## config.mk

```make
export PLATFORM = sky130hd
export DESIGN_NAME = rs_inorder_queue
export DESIGN_NICKNAME = d
export VERILOG_FILES = /design/src/rtl/types_pkg.sv /design/src/rtl/rs_wakeup_match.sv /design/src/rtl/rs_inorder_queue.sv
export SDC_FILE = /design/constraint.sdc
export NUM_CORES = 1
export LEC_CHECK = 0
export BUFFER_PORTS_ARGS = -buffer_cell sky130_fd_sc_hd__buf_2
export CAP_MARGIN = 20
export CORE_MARGIN = 4
export CORE_UTILIZATION = 55
export DETAILED_ROUTE_END_ITERATION = 16
export PLACE_DENSITY = 0.8
export SLEW_MARGIN = 10
export SYNTH_ARGS = -nofsm -noshare
export SYNTH_HDL_FRONTEND = slang
export SYNTH_SLANG_ARGS = --single-unit
```

## constraint.sdc

```tcl
create_clock -name clk -period 7.1 [get_ports clk]
set_input_delay 0.355 -clock clk [delete_from_list [all_inputs] [get_ports clk]]
set_output_delay 0.355 -clock clk [all_outputs]
set_load 0.01 [all_outputs]
```

## src/rtl/types_pkg.sv

```systemverilog
// Shared dispatch/issue payload types and helpers for the in-order reservation station.
package types_pkg;

    localparam int RS_DEPTH_DEFAULT   = 8;
    localparam int WAKE_PORTS_DEFAULT = 3;
    localparam int PREG_TAG_W         = 7;
    localparam int ROB_IDX_W          = 5;

    typedef struct packed {
        logic [ROB_IDX_W-1:0]  rob_index;
        logic [PREG_TAG_W-1:0] prd;
        logic [PREG_TAG_W-1:0] pr1;
        logic                  pr1_ready;
        logic [PREG_TAG_W-1:0] pr2;
        logic                  pr2_ready;
        logic [3:0]            fu_op;
        logic [15:0]           imm;
    } dispatch_pipeline_data;

    typedef struct packed {
        logic [ROB_IDX_W-1:0]  rob_index;
        logic [PREG_TAG_W-1:0] prd;
        logic [PREG_TAG_W-1:0] ps1;
        logic                  ps1_ready;
        logic [PREG_TAG_W-1:0] ps2;
        logic                  ps2_ready;
        logic [3:0]            fu_op;
        logic [15:0]           imm;
    } rs_data;

    // Distance of a ROB index from the current head, modulo the ROB size.
    function automatic logic [ROB_IDX_W-1:0] rob_age(input logic [ROB_IDX_W-1:0] idx,
                                                     input logic [ROB_IDX_W-1:0] head);
        return idx - head;
    endfunction

    function automatic rs_data to_rs_data(input dispatch_pipeline_data d,
                                          input logic ps1_rdy,
                                          input logic ps2_rdy);
        rs_data r;
        r.rob_index = d.rob_index;
        r.prd       = d.prd;
        r.ps1       = d.pr1;
        r.ps1_ready = ps1_rdy;
        r.ps2       = d.pr2;
        r.ps2_ready = ps2_rdy;
        r.fu_op     = d.fu_op;
        r.imm       = d.imm;
        return r;
    endfunction

endpackage

```

## src/rtl/rs_wakeup_match.sv

```systemverilog
// Combinational CDB tag comparator: hit when any valid wake port carries the given tag.
module rs_wakeup_match #(
    parameter int WAKE_PORTS = 3,
    parameter int PREG_W     = 7
) (
    input  logic [PREG_W-1:0]                 tag,
    input  logic [WAKE_PORTS-1:0][PREG_W-1:0] wake_tag,
    input  logic [WAKE_PORTS-1:0]             wake_valid,
    output logic                              hit
);

    always_comb begin
        hit = 1'b0;
        for (int p = 0; p < WAKE_PORTS; p++) begin
            if (wake_valid[p] && (wake_tag[p] == tag)) begin
                hit = 1'b1;
            end
        end
    end

endmodule

```

## src/rtl/rs_inorder_queue.sv

```systemverilog
// In-order reservation station with CDB wakeup and selective (age-based) flush recovery.
// Optional macro RS_WAKE_BYPASS_EN lets same-cycle wakeups satisfy the head issue check.
module rs_inorder_queue
    import types_pkg::*;
#(
    parameter int DEPTH      = RS_DEPTH_DEFAULT,
    parameter int WAKE_PORTS = WAKE_PORTS_DEFAULT,
    parameter int PREG_W     = PREG_TAG_W,
    parameter int ROB_W      = ROB_IDX_W
) (
    input  logic                              clk,
    input  logic                              reset,
    input  logic                              valid_in,
    output logic                              ready_in,
    input  dispatch_pipeline_data             instr,
    input  logic                              fu_rdy,
    output logic                              valid_out,
    output rs_data                            data_out,
    input  logic [WAKE_PORTS-1:0][PREG_W-1:0] wake_tag,
    input  logic [WAKE_PORTS-1:0]             wake_valid,
    input  logic [ROB_W-1:0]                  rob_head,
    input  logic                              flush,
    input  logic [ROB_W-1:0]                  flush_rob_tag,
    output logic [$clog2(DEPTH):0]            occupancy
);

    localparam int PTR_W = $clog2(DEPTH);
    localparam logic [PTR_W:0] FULL_CNT = (PTR_W+1)'(DEPTH);

    rs_data            entries [DEPTH];
    logic [DEPTH-1:0]  ent_valid;
    logic [PTR_W-1:0]  head_ptr;
    logic [PTR_W-1:0]  tail_ptr;
    logic [PTR_W:0]    count;

    logic [DEPTH-1:0]  hit1;
    logic [DEPTH-1:0]  hit2;
    logic              disp_hit1;
    logic              disp_hit2;

    rs_data            head_entry;
    logic              head_rdy1;
    logic              head_rdy2;
    logic              issue_fire;
    logic              dispatch_fire;

    logic [ROB_W-1:0]  fage;
    logic [DEPTH-1:0]  keep_vec;
    logic [PTR_W:0]    kept_cnt;

    for (genvar i = 0; i < DEPTH; i++) begin : g_entry
        rs_wakeup_match #(.WAKE_PORTS(WAKE_PORTS), .PREG_W(PREG_W)) u_ps1 (
            .tag        (entries[i].ps1),
            .wake_tag   (wake_tag),
            .wake_valid (wake_valid),
            .hit        (hit1[i])
        );
        rs_wakeup_match #(.WAKE_PORTS(WAKE_PORTS), .PREG_W(PREG_W)) u_ps2 (
            .tag        (entries[i].ps2),
            .wake_tag   (wake_tag),
            .wake_valid (wake_valid),
            .hit        (hit2[i])
        );
    end

    // Dispatch-time capture so a wakeup coinciding with dispatch is not lost.
    rs_wakeup_match #(.WAKE_PORTS(WAKE_PORTS), .PREG_W(PREG_W)) u_disp_ps1 (
        .tag        (instr.pr1),
        .wake_tag   (wake_tag),
        .wake_valid (wake_valid),
        .hit        (disp_hit1)
    );
    rs_wakeup_match #(.WAKE_PORTS(WAKE_PORTS), .PREG_W(PREG_W)) u_disp_ps2 (
        .tag        (instr.pr2),
        .wake_tag   (wake_tag),
        .wake_valid (wake_valid),
        .hit        (disp_hit2)
    );

    assign ready_in      = (count < FULL_CNT);
    assign occupancy     = count;
    assign dispatch_fire = valid_in && ready_in && !flush;
    assign issue_fire    = (count != '0) && head_rdy1 && head_rdy2 && fu_rdy && !flush;

    always_comb begin
        head_entry = entries[head_ptr];
        head_rdy1  = entries[head_ptr].ps1_ready;
        head_rdy2  = entries[head_ptr].ps2_ready;
`ifdef RS_WAKE_BYPASS_EN
        head_rdy1  = head_rdy1 | hit1[head_ptr];
        head_rdy2  = head_rdy2 | hit2[head_ptr];
`endif
        head_entry.ps1_ready = head_rdy1;
        head_entry.ps2_ready = head_rdy2;
    end

    // Entries younger than the mispredicted branch form a contiguous run at the tail.
    always_comb begin
        fage     = rob_age(flush_rob_tag, rob_head);
        keep_vec = '0;
        kept_cnt = '0;
        for (int i = 0; i < DEPTH; i++) begin
            if (ent_valid[i] && (rob_age(entries[i].rob_index, rob_head) <= fage)) begin
                keep_vec[i] = 1'b1;
            end
            kept_cnt = kept_cnt + {{PTR_W{1'b0}}, keep_vec[i]};
        end
    end

    always_ff @(posedge clk) begin
        if (reset) begin
            head_ptr  <= '0;
            tail_ptr  <= '0;
            count     <= '0;
            ent_valid <= '0;
            valid_out <= 1'b0;
            data_out  <= '0;
        end else if (flush) begin
            ent_valid <= keep_vec;
            count     <= kept_cnt;
            tail_ptr  <= head_ptr + kept_cnt[PTR_W-1:0];
            valid_out <= 1'b0;
        end else begin
            valid_out <= issue_fire;
            if (issue_fire) begin
                data_out            <= head_entry;
                ent_valid[head_ptr] <= 1'b0;
                head_ptr            <= head_ptr + 1'b1;
            end
            if (dispatch_fire) begin
                ent_valid[tail_ptr] <= 1'b1;
                tail_ptr            <= tail_ptr + 1'b1;
            end
            unique case ({dispatch_fire, issue_fire})
                2'b10:   count <= count + 1'b1;
                2'b01:   count <= count - 1'b1;
                default: count <= count;
            endcase
        end
    end

    // Payload storage carries no reset; ent_valid alone defines occupancy.
    always_ff @(posedge clk) begin
        for (int i = 0; i < DEPTH; i++) begin
            if (ent_valid[i] && hit1[i]) begin
                entries[i].ps1_ready <= 1'b1;
            end
            if (ent_valid[i] && hit2[i]) begin
                entries[i].ps2_ready <= 1'b1;
            end
        end
        if (dispatch_fire) begin
            entries[tail_ptr] <= to_rs_data(instr,
                                            instr.pr1_ready | disp_hit1,
                                            instr.pr2_ready | disp_hit2);
        end
    end

endmodule

```

# ---- After elaboration in Yosys (flattened, before gate mapping)
# Memories as Yosys holds them, arrays and structs flattened. A register that Yosys moved wholly into a read port is not among the register bits.
# Cells that the tools add are included.
dict set report classes {
  addsub 21
  magnitude_cmp 13
  eq_ne 56
  mux 111
  bitwise_logic 6
  reduce_logical 92
}
# cell n
set op_table {}
lappend op_table {{$eq A7 B7 Y1} 54}
lappend op_table {{$mux W1} 98}
lappend op_table {{$logic_and A1 B1 Y1} 86}
lappend op_table {{$sub A5 B5 Y5} 9}
lappend op_table {{$le A5 B5 Y1} 8}
lappend op_table {{$mux W8} 5}
lappend op_table {{$add A4 B1 Y4} 4}
lappend op_table {{$mux W3} 4}
lappend op_table {{$and A8 B8 Y8} 1}
lappend op_table {{$lt A3 B4 Y1 const B} 2}
lappend op_table {{$not A8 Y8} 1}
lappend op_table {{$or A8 B8 Y8} 1}
lappend op_table {{$pmux W4 S2} 1}
lappend op_table {{$add A3 B1 Y3 const B} 2}
lappend op_table {{$demux W1 S3} 2}
lappend op_table {{$ge A3 B1 Y1 const B} 2}
lappend op_table {{$add A3 B1 Y4} 1}
lappend op_table {{$add A4 B1 Y4 const B} 1}
lappend op_table {{$lt A4 B4 Y1 const B} 1}
lappend op_table {{$mux W4} 1}
lappend op_table {{$reduce_bool A4 Y1} 1}
lappend op_table {{$sub A4 B1 Y4 const B} 1}
lappend op_table {{$add A2 B1 Y3} 1}
lappend op_table {{$add A3 B3 Y3} 1}
lappend op_table {{10 further kinds} 11}
dict set report word_totals {
  ff_bits 67
  ram_bits 384
  inputBits 87
  wordCells 313
  n_memories 1
}
# name depth width rd rd_clocked_by_memory_dff write_ports line
set memory_table {}
lappend memory_table {entries 8 48 9 1 9 rs_inorder_queue.sv:30} ;# rs_data entries [DEPTH];

# ---- Logic depth before layout (Yosys ltp)
# An unclocked memory read counts as a cell.
dict set report logic_depth {
  word_depth 14
  ltp_mapped 24
  ltp_nobuf 23
}

# ---- Cells and area by module
# A second synthesis with hierarchy kept.
dict set report hier_totals {
  hier_cells 1770
  area_unflattened_um2 23850.4
}
# mod n_inst cells_per_inst area_each_um2 seq_area_each_um2
set modules_own_cells {}
lappend modules_own_cells {rs_inorder_queue 1 1212 19571.3 12772.2}
lappend modules_own_cells {rs_wakeup_match 18 31 237.7 0.0}

# ---- Worst setup path after synthesis
# No wires, ideal clock.
dict set report synth_path {
  path_type {reg2reg}
  start {register count[3] (netlist: occupancy[3])}
  end {memory entries[5][20] (netlist bit)}
  arrival_ns 5.913
  t_required_ns 6.743
  path_slack_ns 0.830
  path_stages_with_launch 5
  period_less_slack_ns 6.270
  path_cell_list {dfxtp_1 > inv_1 > nand2_2 > nor4_1 > o21ai_0}
}
# element line
set synth_rtl {}
lappend synth_rtl {{start, declared} rs_inorder_queue.sv:34} ;# logic [PTR_W:0] count;
lappend synth_rtl {{start signal, assigned} rs_inorder_queue.sv:120} ;# count <= kept_cnt;
lappend synth_rtl {{start signal, assigned} rs_inorder_queue.sv:135} ;# 2'b10: count <= count + 1'b1;
lappend synth_rtl {{start signal, assigned} rs_inorder_queue.sv:136} ;# 2'b01: count <= count - 1'b1;
lappend synth_rtl {{end, declared} rs_inorder_queue.sv:30}

==> results.yml <==
drt:
  vias: 15800
  wire_per_inst_um: 25.2
  drt_pass1_iterations: 6
  ant_nets: 0
  vias_per_cell: 6.24
  drt-total-wl_mm: 64.0
  route.detailed.drc: 0
  drt_iter0_markers: 1440
logic_synthesis:
  ys_top_cells_by_count: "368 x edfxtp_1, 293 x xnor2_1, 129 x xor2_1, 125 x nor2_1, 92 x mux4_2"
  syn-mean-instance-area_um2: 13.3
  synth_area_um2: 24000
  synthCells: 1805
  ys_ff_latch: 454
  ys_warn_count: 0
  ys_types: 65
  synth_area_leader_cell: "edfxtp_1"
  ys_seq_area_share_pct: 53.1
  yosys_most_used_dff: "edfxtp_1"
  synth_area_leaders: "edfxtp_1 46%, xnor2_1 11%, mux4_2 8.6%"
  synthDominantCellAreaShare_pct: 46.0
  syn_nets: 1970
  synth-async-reset-ratio_pct: 0
  synth-edff-count: 368
  synthMostInstantiatedCell: "edfxtp_1"
sta:
  skew_ns: 0.0233
  slew_violations: 0
  finalSetupViolCount: 0
  fmax_mhz: 162
  fin_setup_tns_ns: 0
  layout_min_cycle_time_ns: 6.17
  fin_crit_sh_pct: 86.9
  setup_slack_ns: 0.928
  maxSlewHeadroom_pct: 26.5
  hold_violations: 0
  tightest_slew_ns: 1.10
  rsz0062_at_grt: "false"
global_route:
  grt_pass1_vias: 16100
  grt_usage_pct: 27.0
  grt_max_degree: 96
  grt_pass1_wl_mm: 97.3
  antenna_found_initial: 6
  overflow: 0
floorplan:
  rows: 76
  top_level_ports: 141
  die_x_um: 217
  die-height_um: 217
  core_area_um2: 43200
  dieArea_um2: 47100
  start_util_pct: 55.7
power_and_ir_drop:
  switching_share_pct: 23.9
  p_int_mw: 4.65
  ir_drop_mv: 0.285
  seqPwrFrac_pct: 48.4
  p_per_area_nw_per_um2: 228
  comb_power_share_pct: 10.3
  netSwitchingPower_mw: 1.46
  power_frac_clock_pct: 41.3
  leakage_nw: 8.81
placement:
  port_buffers: 140
  gp_congestion: 0.966
  dpl_cell_area_um2: 25200
  dp_slack_ns: 0.543
  hpwl_mm: 39.5
critical_path:
  worstReg2RegEnd: "tail_ptr[2]$_SDFFE_PP0P_"
  worstSetupPathType: "flip-flop to flip-flop"
  cp-start-kind: "flip-flop"
  worstPathMaxFanout: 3
  crit_arrival_ns: 6.65
  reg2reg_depth: 22
  ff2ff_setup_slack_ns: 0.93
  critPathCaptureType: "flip-flop"
  r2r-start: "entries[0][43]$_DFFE_PP_"
  critPathRequiredTime_ns: 7.58
cells_and_area:
  layout-area-overhead-vs-synth_pct: 11.4
  drive_gt1_share_pct: 17.4
  utilization_pct: 62.0
  stdcell_area_um2: 26800
  fin_nets: 2073
clock_network:
  clockRootBuffer: "clkbuf_16"
  cts_tree: "yes"
  cts_buffers: 47
  cts.sinks: 454
  post_cts_buffers: 0
  htreeDepth: 2
  insertion_delay_ns: 0.60
  clk_path_buf_depth: 3
  path_clk_slew_ns: 0.06
min_path:
  min_path_cells: 1
  min_from: "instr[16]"
  min_path_type: "input pin to flip-flop"
  hold_path_end: "entries[6][16]$_DFFE_PP_"
status:
  outcome: "finished, final reports clean"
job:
  maxCapViolCount: 0
through the flow:
| stage | power, mW | std cells | hold slack, ns |
|---|---|---|---|
| after floorplan | 3.44 | 1805 | 0.454 |
| after global placement | 3.61 | 2442 | 0.446 |
| final | 6.11 | 2535 | 0.0292 |
| after global routing | 6.33 | 2534 | 0.0219 |
| after detailed placement | 3.63 | 2442 | 0.466 |
| after CTS | 6.14 | 2532 | 0.000311 |
layer usage:
metal	global-route usage, %	share of wire [%]
met3	5.78	8.9
met1	36.2	40
met5	0	0.073
met4	10.3	4.0
met2	43.8	47
cells in the final DEF, fill, tap and decap left out, types with 7 or more instances in the layout:
cell type	instances
dfxtp_1	83
inv_1	44
mux4_2	92
nand2_1	44
buf_4	15
nor4_1	26
fa_1	15
clkbuf_16	48
xnor2_1	293
nor2_1	122
a21o_1	12
a21oi_1	42
o21ai_0	49
buf_2	140
a41oi_1	19
a211oi_1	52
nand2b_1	15
clkbuf_1	13
ha_1	63
edfxtp_1	368
clkinv_1	7
nand4_1	72
xor2_1	129
mux2i_1	47
sequential cells by signal, summed over array words and instances, names as in the netlist, named ones only:
signal	cells
occupancy	4
tail_ptr	3
valid_out	1
head_ptr	3
entries	384
data_out	48
ent_valid	8
logic make-up after synthesis:
family	synth area share [%]
flip-flops	53.1
XOR/XNOR	15.5
AND/OR/NAND/NOR	7.02
AO/OA/AOI/OAI	6.40
buffers and inverters	2.70
multiplexers	10.6
adder cells (fa/ha/maj)	4.61
power by group through the flow:
stage,clock (mW),sequential [mW],combinational (mW)
after floorplan,0,3.01,0.426
after global placement,0,3.01,0.595
after detailed placement,0,3.02,0.615
after CTS,2.56,2.96,0.620
after global routing,2.68,2.96,0.685
final,2.52,2.96,0.627
critical path, cell delays in order, from the launching register on:
cell and delay, ns:
edfxtp_1 0.38, inv_1 0.06, ha_1 0.20, fa_1 0.40, xnor2_1 0.15, ha_1 0.31
and3_1 0.17, or3_1 0.37, a22oi_1 0.22, o311ai_0 0.15, and3_1 0.25, fa_1 0.55
inv_1 0.06, fa_1 0.56, fa_1 0.43, inv_1 0.07, ha_1 0.18, inv_1 0.08
fa_1 0.52, fa_1 0.41, xnor2_1 0.15, xnor2_1 0.14, a211oi_1 0.27
what timing repair did:
action / 4_1_cts / 5_1_grt
hold endpoints to repair: 9 / 0
hold buffers: 2 / 0
gates resized for setup: 0 / 0
worst max path at each step:
stage | start | to | slack, ns
after floorplan | occupancy[3]$_SDFFE_PP0P_ | entries[5][20]$_DFF_P_ | 0.83
after global placement | flush_rob_tag[0] | tail_ptr[2]$_SDFFE_PP0P_ | 0.80
after detailed placement | flush_rob_tag[0] | tail_ptr[2]$_SDFFE_PP0P_ | 0.54
after CTS | entries[0][43]$_DFFE_PP_ | tail_ptr[2]$_SDFFE_PP0P_ | 0.90
after global routing | entries[0][43]$_DFFE_PP_ | tail_ptr[2]$_SDFFE_PP0P_ | 0.61
final | entries[0][43]$_DFFE_PP_ | tail_ptr[2]$_SDFFE_PP0P_ | 0.93
cell type report:
type                       count  area [um2]
sequential                   454       12800
timing repair buffer         157         833
inverter                      44         165
multi-input combinational   1204       10700
clock buffer                  65        1310
tap                          585         732
fill                        3276       16400
antenna                        3        7.51
clock inverter                23         289
No activity file was read; power rests on OpenSTA's default activity.
